## src/rtl/fp32_mul_seq.sv

```systemverilog
// ---------------------------------------------------------------------------
// fp32_mul_seq -- iterative IEEE-754 binary32 multiplier (round-to-nearest-even)
//
// The 24x24 significand product is built by shift-add, BITS_PER_CYCLE
// multiplier bits per MUL cycle. The result is then normalised, rounded and
// range-checked in a single RND cycle. Special operands (NaN, Inf, zero)
// bypass the datapath and are resolved directly on accept.
//
// Ports:
//   clk, rst_n       clock, asynchronous active-low reset
//   in_valid/in_ready operand handshake (a, b accepted when both high)
//   a, b             binary32 multiplicand / multiplier
//   out_valid/out_ready result handshake (y and flags held until taken)
//   y                binary32 product
//   exc_invalid, exc_overflow, exc_underflow, exc_inexact
//                    exception flags, meaningful only while out_valid=1
//
// Handshake semantics: a transfer happens on a rising clk edge where valid
// and ready are both high. in_ready is high only in IDLE; out_valid is high
// only in DONE, where y and the flags stay constant until the transfer.
// ---------------------------------------------------------------------------
module fp32_mul_seq #(
    parameter int BITS_PER_CYCLE = 1
) (
    input  logic        clk,
    input  logic        rst_n,
    input  logic        in_valid,
    output logic        in_ready,
    input  logic [31:0] a,
    input  logic [31:0] b,
    output logic        out_valid,
    input  logic        out_ready,
    output logic [31:0] y,
    output logic        exc_invalid,
    output logic        exc_overflow,
    output logic        exc_underflow,
    output logic        exc_inexact
);
    localparam int         N    = 24 / BITS_PER_CYCLE;
    localparam logic [4:0] LAST = 5'(N - 1);

    typedef enum logic [1:0] {IDLE, MUL, RND, DONE} state_t;
    state_t state;

    logic               sign_q;
    logic [23:0]        mb_q;    // multiplier, consumed from the LSB end
    logic [47:0]        mc_q;    // multiplicand, shifted up to the current weight
    logic [47:0]        acc_q;   // partial-product accumulator
    logic signed [9:0]  e_q;     // biased product exponent before normalisation
    logic [4:0]         cnt_q;

    // Leading zeros of a 24-bit significand (24 when all zero).
    function automatic logic [4:0] lzc24(input logic [23:0] v);
        logic [4:0] lz;
        lz = 5'd24;
        for (int i = 0; i < 24; i++) begin
            if (v[i]) lz = 5'(23 - i);
        end
        return lz;
    endfunction

    // ---------------- operand decode (used on accept) ----------------
    logic [7:0]  ea, eb;
    logic [22:0] fa, fb;
    logic        a_nan, b_nan, a_inf, b_inf, a_zero, b_zero, sign_in;
    assign ea      = a[30:23];
    assign eb      = b[30:23];
    assign fa      = a[22:0];
    assign fb      = b[22:0];
    assign a_nan   = (ea == 8'hff) && (fa != 23'd0);
    assign b_nan   = (eb == 8'hff) && (fb != 23'd0);
    assign a_inf   = (ea == 8'hff) && (fa == 23'd0);
    assign b_inf   = (eb == 8'hff) && (fb == 23'd0);
    assign a_zero  = (ea == 8'h00) && (fa == 23'd0);
    assign b_zero  = (eb == 8'h00) && (fb == 23'd0);
    assign sign_in = a[31] ^ b[31];

    // Subnormals are normalised up front so the datapath always sees a
    // significand with bit 23 set; the exponent absorbs the shift.
    logic [23:0]       sig_a, sig_b, norm_a, norm_b;
    logic [4:0]        lz_a, lz_b;
    logic signed [9:0] eff_a, eff_b, e_sum;
    assign sig_a  = {ea != 8'd0, fa};
    assign sig_b  = {eb != 8'd0, fb};
    assign lz_a   = lzc24(sig_a);
    assign lz_b   = lzc24(sig_b);
    assign norm_a = sig_a << lz_a;
    assign norm_b = sig_b << lz_b;
    assign eff_a  = (ea == 8'd0) ? (10'sd1 - $signed({5'd0, lz_a})) : $signed({2'd0, ea});
    assign eff_b  = (eb == 8'd0) ? (10'sd1 - $signed({5'd0, lz_b})) : $signed({2'd0, eb});
    assign e_sum  = eff_a + eff_b - 10'sd127;

    logic        special, spec_inv;
    logic [31:0] spec_y;
    always_comb begin
        special  = 1'b1;
        spec_inv = 1'b0;
        spec_y   = '0;
        if (a_nan || b_nan || (a_inf && b_zero) || (a_zero && b_inf)) begin
            spec_y   = 32'h7fc00000;
            spec_inv = 1'b1;
        end else if (a_inf || b_inf) begin
            spec_y = {sign_in, 8'hff, 23'd0};
        end else if (a_zero || b_zero) begin
            spec_y = {sign_in, 31'd0};
        end else begin
            special = 1'b0;
        end
    end

    // ---------------- shift-add step ----------------
    logic [47:0] partial;
    always_comb begin
        partial = '0;
        for (int k = 0; k < BITS_PER_CYCLE; k++) begin
            if (mb_q[k]) partial = partial + (mc_q << k);
        end
    end

    // ---------------- normalise / round / range ----------------
    logic signed [9:0] e_n, e_r;
    logic [22:0]       m, m_f;
    logic              g, r, st, rup;
    logic [23:0]       m_sum;
    logic [9:0]        s_amt;
    logic [26:0]       v, vs, lost_mask;
    logic [23:0]       tm, t_res;
    logic              tg, tr, ts;
    logic [31:0]       rnd_y;
    logic              rnd_ovf, rnd_unf, rnd_inx;

    always_comb begin
        // Product of two normalised significands lies in [2^46, 2^48).
        if (acc_q[47]) begin
            e_n = e_q + 10'sd1;
            m   = acc_q[46:24];
            g   = acc_q[23];
            r   = acc_q[22];
            st  = |acc_q[21:0];
        end else begin
            e_n = e_q;
            m   = acc_q[45:23];
            g   = acc_q[22];
            r   = acc_q[21];
            st  = |acc_q[20:0];
        end
        rup   = g & (r | st | m[0]);
        m_sum = {1'b0, m} + {23'd0, rup};
        e_r   = m_sum[23] ? (e_n + 10'sd1) : e_n;
        m_f   = m_sum[23] ? 23'd0 : m_sum[22:0];

        // Tiny path: denormalise by 1-e (capped at 26, beyond which every
        // bit lands in sticky anyway), then round again at the new LSB.
        s_amt     = (e_n < -10'sd25) ? 10'd26 : $unsigned(10'sd1 - e_n);
        v         = {1'b1, m, g, r, st};
        vs        = v >> s_amt;
        lost_mask = ~({27{1'b1}} << s_amt);
        tm        = vs[26:3];
        tg        = vs[2];
        tr        = vs[1];
        ts        = vs[0] | (|(v & lost_mask));
        // A carry into bit 23 lands in the exponent LSB, giving exponent 1.
        t_res     = tm + {23'd0, tg & (tr | ts | tm[0])};

        rnd_y   = '0;
        rnd_ovf = 1'b0;
        rnd_unf = 1'b0;
        rnd_inx = 1'b0;
        if (e_n <= 10'sd0) begin
            rnd_y   = {sign_q, 7'd0, t_res};
            rnd_inx = tg | tr | ts;
            rnd_unf = tg | tr | ts;
        end else if (e_r >= 10'sd255) begin
            rnd_y   = {sign_q, 8'hff, 23'd0};
            rnd_ovf = 1'b1;
            rnd_inx = 1'b1;
        end else begin
            rnd_y   = {sign_q, e_r[7:0], m_f};
            rnd_inx = g | r | st;
        end
    end

    // ---------------- control FSM ----------------
    always_ff @(posedge clk or negedge rst_n) begin
        if (!rst_n) begin
            state         <= IDLE;
            in_ready      <= 1'b1;
            out_valid     <= 1'b0;
            y             <= '0;
            exc_invalid   <= 1'b0;
            exc_overflow  <= 1'b0;
            exc_underflow <= 1'b0;
            exc_inexact   <= 1'b0;
            sign_q        <= 1'b0;
            mb_q          <= '0;
            mc_q          <= '0;
            acc_q         <= '0;
            e_q           <= '0;
            cnt_q         <= '0;
        end else begin
            case (state)
                IDLE: begin
                    if (in_valid) begin
                        sign_q   <= sign_in;
                        in_ready <= 1'b0;
                        if (special) begin
                            y           <= spec_y;
                            exc_invalid <= spec_inv;
                            out_valid   <= 1'b1;
                            state       <= DONE;
                        end else begin
                            mb_q  <= norm_b;
                            mc_q  <= {24'd0, norm_a};
                            acc_q <= '0;
                            e_q   <= e_sum;
                            cnt_q <= '0;
                            state <= MUL;
                        end
                    end
                end
                MUL: begin
                    acc_q <= acc_q + partial;
                    mc_q  <= mc_q << BITS_PER_CYCLE;
                    mb_q  <= mb_q >> BITS_PER_CYCLE;
                    cnt_q <= cnt_q + 5'd1;
                    if (cnt_q == LAST) state <= RND;
                end
                RND: begin
                    y             <= rnd_y;
                    exc_overflow  <= rnd_ovf;
                    exc_underflow <= rnd_unf;
                    exc_inexact   <= rnd_inx;
                    out_valid     <= 1'b1;
                    state         <= DONE;
                end
                DONE: begin
                    if (out_ready) begin
                        out_valid     <= 1'b0;
                        exc_invalid   <= 1'b0;
                        exc_overflow  <= 1'b0;
                        exc_underflow <= 1'b0;
                        exc_inexact   <= 1'b0;
                        in_ready      <= 1'b1;
                        state         <= IDLE;
                    end
                end
                default: state <= IDLE;
            endcase
        end
    end
endmodule

```

## config.mk

```make
export PLATFORM = sky130hd
export DESIGN_NAME = fp32_mul_seq
export DESIGN_NICKNAME = d
export VERILOG_FILES = /design/src/rtl/fp32_mul_seq.sv
export SDC_FILE = /design/constraint.sdc
export NUM_CORES = 1
export LEC_CHECK = 0
export BUFFER_PORTS_ARGS = -buffer_cell sky130_fd_sc_hd__buf_4
export CAP_MARGIN = 20
export CELL_PAD_IN_SITES_DETAIL_PLACEMENT = 1
export CELL_PAD_IN_SITES_GLOBAL_PLACEMENT = 1
export CORE_MARGIN = 2
export CORE_UTILIZATION = 43
export CTS_CLUSTER_DIAMETER = 120
export CTS_CLUSTER_SIZE = 20
export DETAILED_ROUTE_END_ITERATION = 10
export GPL_TIMING_DRIVEN = 0
export PLACE_DENSITY_LB_ADDON = 0.1
export SLEW_MARGIN = 10
export SYNTH_ARGS = -nofsm -noshare
export SYNTH_HDL_FRONTEND = slang
export SYNTH_SLANG_ARGS = --single-unit
```

## constraint.sdc

```tcl
create_clock -name clk -period 5.1 [get_ports clk]
set_input_delay 1.02 -clock clk [delete_from_list [all_inputs] [get_ports clk]]
set_output_delay 1.02 -clock clk [all_outputs]
set_load 0.1 [all_outputs]
```

==> Yosys cells after proc, flatten, opt, wreduce, memory -nomap -nowiden <==
Index checks and enable logic that the tools add are counted.
{ "totals": {"register_bits": 176, "inputBits": 68, "out_inout_bits": 38, "word_cells": 203} }
{ "op_classes": {"addsub": 11, "order_cmp": 3, "eq_ne": 11, "shift": 4, "mux": 106, "n_bitwise": 15, "reduce_logical": 39} }
{ "op_table": {"columns": ["op", "n"], "rows": [
  ["2-to-1 mux 48 bit", 5],
  ["2-to-1 mux 5 bit", 44],
  ["case mux 48 bit (2 select lines)", 2],
  ["2-to-1 mux 32 bit", 5],
  ["case mux 32 bit (2 select lines)", 1],
  ["2-to-1 mux 31 bit", 2],
  ["2-to-1 mux 10 bit", 5],
  ["adder 48 bit", 1],
  ["2-to-1 mux 24 bit", 2],
  ["case mux 24 bit (2 select lines)", 1],
  ["<< shifter 24 x 5 -> 24 bit", 2],
  ["zero test 23 bit", 2],
  ["2-to-1 mux 23 bit", 2],
  ["nonzero test 23 bit", 2],
  ["bitwise AND 27 bit", 1],
  ["inverter 27 bit", 1],
  ["OR reduction 27 bit", 1],
  ["<< shifter 27 x 10 -> 27 bit, first input constant", 1],
  [">> shifter 27 x 10 -> 27 bit", 1],
  ["adder 23 x 1 -> 24 bit", 1],
  ["adder 24 x 1 -> 24 bit", 1],
  ["2-to-1 mux 4 bit", 6],
  ["OR reduction 22 bit", 1],
  ["OR reduction 21 bit", 1],
  ["34 further kinds", 98]
]} }

==> Logic depth before layout (Yosys ltp) <==
{ "depth": {"ltp_word": 28, "mapped_depth": 25, "ltp_nobuf": 22} }

==> Worst setup path after synthesis <==
Ideal clock, no wire load.
{ "synth_timing": {"path_kind": "input port to flip-flop", "from": "in b[1]", "to": "reg e_q[9]", "setup_ps": 136, "arrival_time_ps": 5400, "required_ps": 4964, "path_slack_ps": -436, "stages": 22, "n_path_buf": 2, "cell_sequence": "o21ai_0 -> a211oi_1 -> o31ai_1 -> a211oi_1 -> nor3_1 -> nor3_1 -> o31ai_1 -> clkbuf_1 -> clkbuf_1 -> ha_1 -> a21o_1 -> ha_1 -> fa_1 -> a21o_1 -> a21o_1 -> a21oi_1 -> nor2_1 -> nor2_1 -> o21bai_1 -> a21oi_1 -> xnor2_1 -> o21ai_0"} }
{ "synth_via": {"elab_chain_cells": 27, "elab_cells_between_ends": 44, "classes_between": "add/sub: 3; mux: 27; bitwise: 1; reduce/logical: 13"} }
{ "synth_rtl": {"columns": ["item", "line_no", "rtl"], "rows": [
  ["from (decl)", "30", "input logic [31:0] b,"],
  ["2-to-1 mux 5 bit (23 in series)", "57", "if (v[i]) lz = 5'(23 - i);"],
  ["subtractor 1 x 5 -> 6 bit", "90", "assign eff_b = (eb == 8'd0) ? (10'sd1 - $signed({5'd0, lz_b})) : $signed({2'd0, eb});"],
  ["2-to-1 mux 10 bit", "90", null],
  ["adder 10 bit", "91", "assign e_sum = eff_a + eff_b - 10'sd127;"],
  ["subtractor 10 x 8 -> 10 bit", "91", null],
  ["to (signal assigned)", "215", "e_q <= e_sum;"],
  ["to (decl)", "49", "logic signed [9:0] e_q;"]
]} }
Several ways; a longest one is shown, not always the timed one.
A chain may end at the register's enable or synchronous reset.

==> Worst setup path in the final report <==
{ "layout_timing": {"from": "reg acc_q[47]", "to": "reg y[23]"} }
{ "layout_via": {"elab_chain_cells": 14, "elab_cells_between_ends": 29, "classes_between": "add/sub: 4; order compare: 3; shift: 2; mux: 10; bitwise: 9; reduce/logical: 1"} }
{ "layout_rtl": {"columns": ["item", "line_no", "rtl"], "rows": [
  ["from (decl)", "48", "logic [47:0] acc_q;"],
  ["from (signal assigned)", "222", "acc_q <= acc_q + partial;"],
  ["2-to-1 mux 10 bit", "134", "if (acc_q[47]) begin"],
  ["subtractor 2 x 10 -> 10 bit or < comparator 10 x 6 -> 1 bit (tied branches)", "154", "s_amt = (e_n < -10'sd25) ? 10'd26 : $unsigned(10'sd1 - e_n);"],
  ["2-to-1 mux 10 bit", "154", null],
  ["<< shifter 27 x 10 -> 27 bit", "157", "lost_mask = ~({27{1'b1}} << s_amt);"],
  ["inverter 27 bit", "157", null],
  ["bitwise AND 27 bit", "161", "ts = vs[0] | (|(v & lost_mask));"],
  ["OR reduction 27 bit", "161", null],
  ["OR 1 bit", "161", null],
  ["OR 1 bit (2 in series)", "163", "t_res = tm + {23'd0, tg & (tr | ts | tm[0])};"],
  ["bitwise AND 1 bit", "163", null],
  ["adder 24 x 1 -> 24 bit", "163", null],
  ["2-to-1 mux 31 bit *", "169", "if (e_n <= 10'sd0) begin"],
  ["case mux 32 bit (2 select lines) *", "201", "case (state)"],
  ["to (signal assigned)", "207", "y <= spec_y;"],
  ["to (signal assigned)", "229", "y <= rnd_y;"],
  ["to (decl)", "33", "output logic [31:0] y,"]
]} }
Every way passes the cells marked *; elsewhere a longest branch is shown, timed or not.

==> impl_metrics.yaml <==
clock_network:
  cts_num_sinks: 176
  cts_buffers: 17
  clock_latency_ns: 0.51
  cts_tree: "done"
  cts-root-buf: "clkbuf_16"
  cts_max_level: 4
  clockBufferDepth: 2
  cts_hold_buf: 0
  clk_pin_slew_ns: 0.08
floorplanning:
  dieWidth_um: 207
  core_area_mm2: 0.0407
  row_count: 74
  start_util: 0.435
  die_h_um: 207
  ioPinCount: 106
  die_area_mm2: 0.0429
sta:
  maxSlewHeadroom: 0.239
  setup_viol: 0
  min_period_ns: 5.00
  hold_violations: 0
  clock_skew_ns: 0.0200
  fmax_ghz: 0.200
  min_period_over_period: 0.981
  slew_viol_final: 0
  timing.setup.tns_ns: 0
  worst_pin_slew_ns: 1.13
placement:
  hpwl_um: 61300
  port-buffer-count: 103
  gp_congestion: 0.970
logic_synthesis:
  avgSynthCellArea_um2: 7.74
  synth-async-reset-ratio: 1.00
  ys_ff_latch: 176
  synth-edff-count: 0
  syn-num-nets: 2437
  ys_warn_count: 0
  synth_area_mm2: 0.0177
  ys_types: 99
  ys_seq_area_frac: 0.249
  syn_inst: 2289
  synthFlopType: "dfrtp_1"
detailed_routing:
  routedWlPerCell_um: 26.4
  finalWirelength_um: 80000
  vias: 19967
  drtAntennaViolNets: 0
  drc: 0
  dr.pass1.iters: 5
  initialDrtViolationCount: 1520
  vias_per_cell: 6.60
cells_and_area:
  multi_input_area_mm2: 0.0137
  area_growth_pct: 22.3
  ff_latch_area_mm2: 0.00441
  fin_nets: 2629
  layout_common_cells: "nand2_1 (240), buf_4 (178), dfrtp_1 (173)"
  diodes: 0
  fillers: 4940
  drive_above_1_share: 0.186
  layout_commonest_cell: "nand2_1"
  final_util: 0.532
critical_path:
  start_kind: "flip-flop"
  worst_path_most_repeated_cell: "buf_4"
  reg2reg_depth: 16
  cp_cell_sequence: "buf_6 -> buf_12 -> buf_4 -> buf_2 -> clkbuf_2 -> o21ai_0 -> a211oi_2 -> o32ai_2 -> o22ai_1 -> nor3_1 -> o31ai_4 -> nor3_2 -> buf_4 -> nand3_4 -> or4_1 -> a31oi_1"
  reg2reg_slack_ns: 0.1
  worstReg2RegStart: "acc_q[47]"
  path_class: "flip-flop to flip-flop"
  required_ns: 5.52
  cp_top_family: "compound AO/OA/AOI/OAI gates"
  endpoint_kind: "flip-flop"
  critical_path_buf_inv_count: 6
  crit_arrival_ns: 5.42
  cp_slowest_stage_delay_ns: 0.86
  crit_fanout: 10
  rr_endpoint: "y[23]"
  slowest_stage: "o21ai_0"
global_route:
  overflow: 0
  grt_pass1_vias: 20358
  grt_pass1_wl_um: 123000
  grt_max_degree: 107
  grt_util_all_layers: 0.364
  antenna_found_initial: 1
outcome:
  outcome: "finished, final reports clean"
flow_run:
  maxCapViolations: 0
power_and_ir_drop:
  ir_drop_uv: 301
  p_leak_nw: 9.44
  p_per_area_mw_per_mm2: 529
hold_path:
  hp-class: "input port to asynchronous set/reset pin"
flip-flops by register name (all words and copies together), names as in the netlist, 2 cells and up:
| name | cells |
|---|---|
| mc_q | 48 |
| state | 2 |
| acc_q | 48 |
| e_q | 10 |
| cnt_q | 5 |
| y | 32 |
| mb_q | 24 |
report_power, final:
part	internal, mW	leakage, nW	switching (mW)
sequential	1.79	2.31	0.335
clock	0.710	0.286	0.687
combinational	2.44	6.85	5.51
total	4.94	9.44	6.53
synth_stat cells, drive strengths merged (39+ instances only):
cell type | count | share of area
a211oi | 70 | 0.030
a21o | 56 | 0.024
a21oi | 176 | 0.050
and2 | 69 | 0.024
buf | 46 | 0.013
clkbuf | 81 | 0.017
dfrtp | 175 | 0.25
ha | 78 | 0.055
inv | 65 | 0.014
mux2i | 112 | 0.063
nand2 | 245 | 0.052
nand3 | 80 | 0.023
nand4 | 39 | 0.014
nor2 | 180 | 0.038
nor3 | 70 | 0.021
o21ai | 173 | 0.050
xnor2 | 68 | 0.035
xor2 | 42 | 0.021
cell type report:
type / count / area share
well taps: 532 / 0.0307
inverters: 66 / 0.0121
plain buffers: 120 / 0.0308
repair buffers: 178 / 0.0662
clock buffers: 20 / 0.0211
flip-flops and latches: 176 / 0.203
multi-input cells: 1922 / 0.630
clock inverters: 12 / 0.00566
worst max-delay path by stage:
stage | slack (ns) | depth (start not counted) | endpoint | start
floorplan | -0.01 | 22 | e_q[9] | b[1]
global placement | -2.03 | 20 | exc_inexact | acc_q[47]
detailed placement | -2.00 | 23 | y[22] | acc_q[47]
CTS | -0.04 | 20 | y[22] | acc_q[47]
global route | -0.05 | 22 | y[22] | e_q[0]
finish | 0.1 | 16 | y[23] | acc_q[47]
cell families (layout without fill, tap and decap cells):
family | Yosys count | in the layout | synth area share
AND/OR/NAND/NOR | 843 | 843 | 0.236
flip-flops | 176 | 176 | 0.249
buffers and inverters | 193 | 396 | 0.0443
XOR/XNOR | 110 | 110 | 0.0558
AO/OA/AOI/OAI | 755 | 757 | 0.282
multiplexers | 132 | 132 | 0.0759
adder cells (fa/ha/maj) | 80 | 80 | 0.0573
repair_timing:
| item | in CTS | in global routing |
|---|---|---|
| endpoints found under the hold margin | 0 | 0 |
| cloned | 1 | 2 |
| buffers inserted | 35 | 38 |
| resized for setup | 154 | 117 |
| pin swaps | 27 | 32 |
| setup endpoints to repair | 53 | 37 |
routing by layer:
layer	part of all wire	track usage
met5	0.00013	0
met4	0.054	0.180
met3	0.057	0.0552
met2	0.48	0.616
met1	0.41	0.452
per-stage QoR:
stage          total power, mW  setup WS, ns  cells  instance area [um2]  hold WS (ns)
3_5_place_dp              8.73         -2.00   2925                19300         0.475
6_report                  11.5        0.0981   3026                21700         0.477
5_1_grt                   12.0       -0.0534   3026                21700         0.520
4_1_cts                   10.8       -0.0374   2989                20800         0.483
2_1_floorplan             6.40       -0.0143   2289                17800         0.439
3_3_place_gp              8.62         -2.03   2924                19200         0.464
Note: power is estimated with default switching activity, not from simulation.
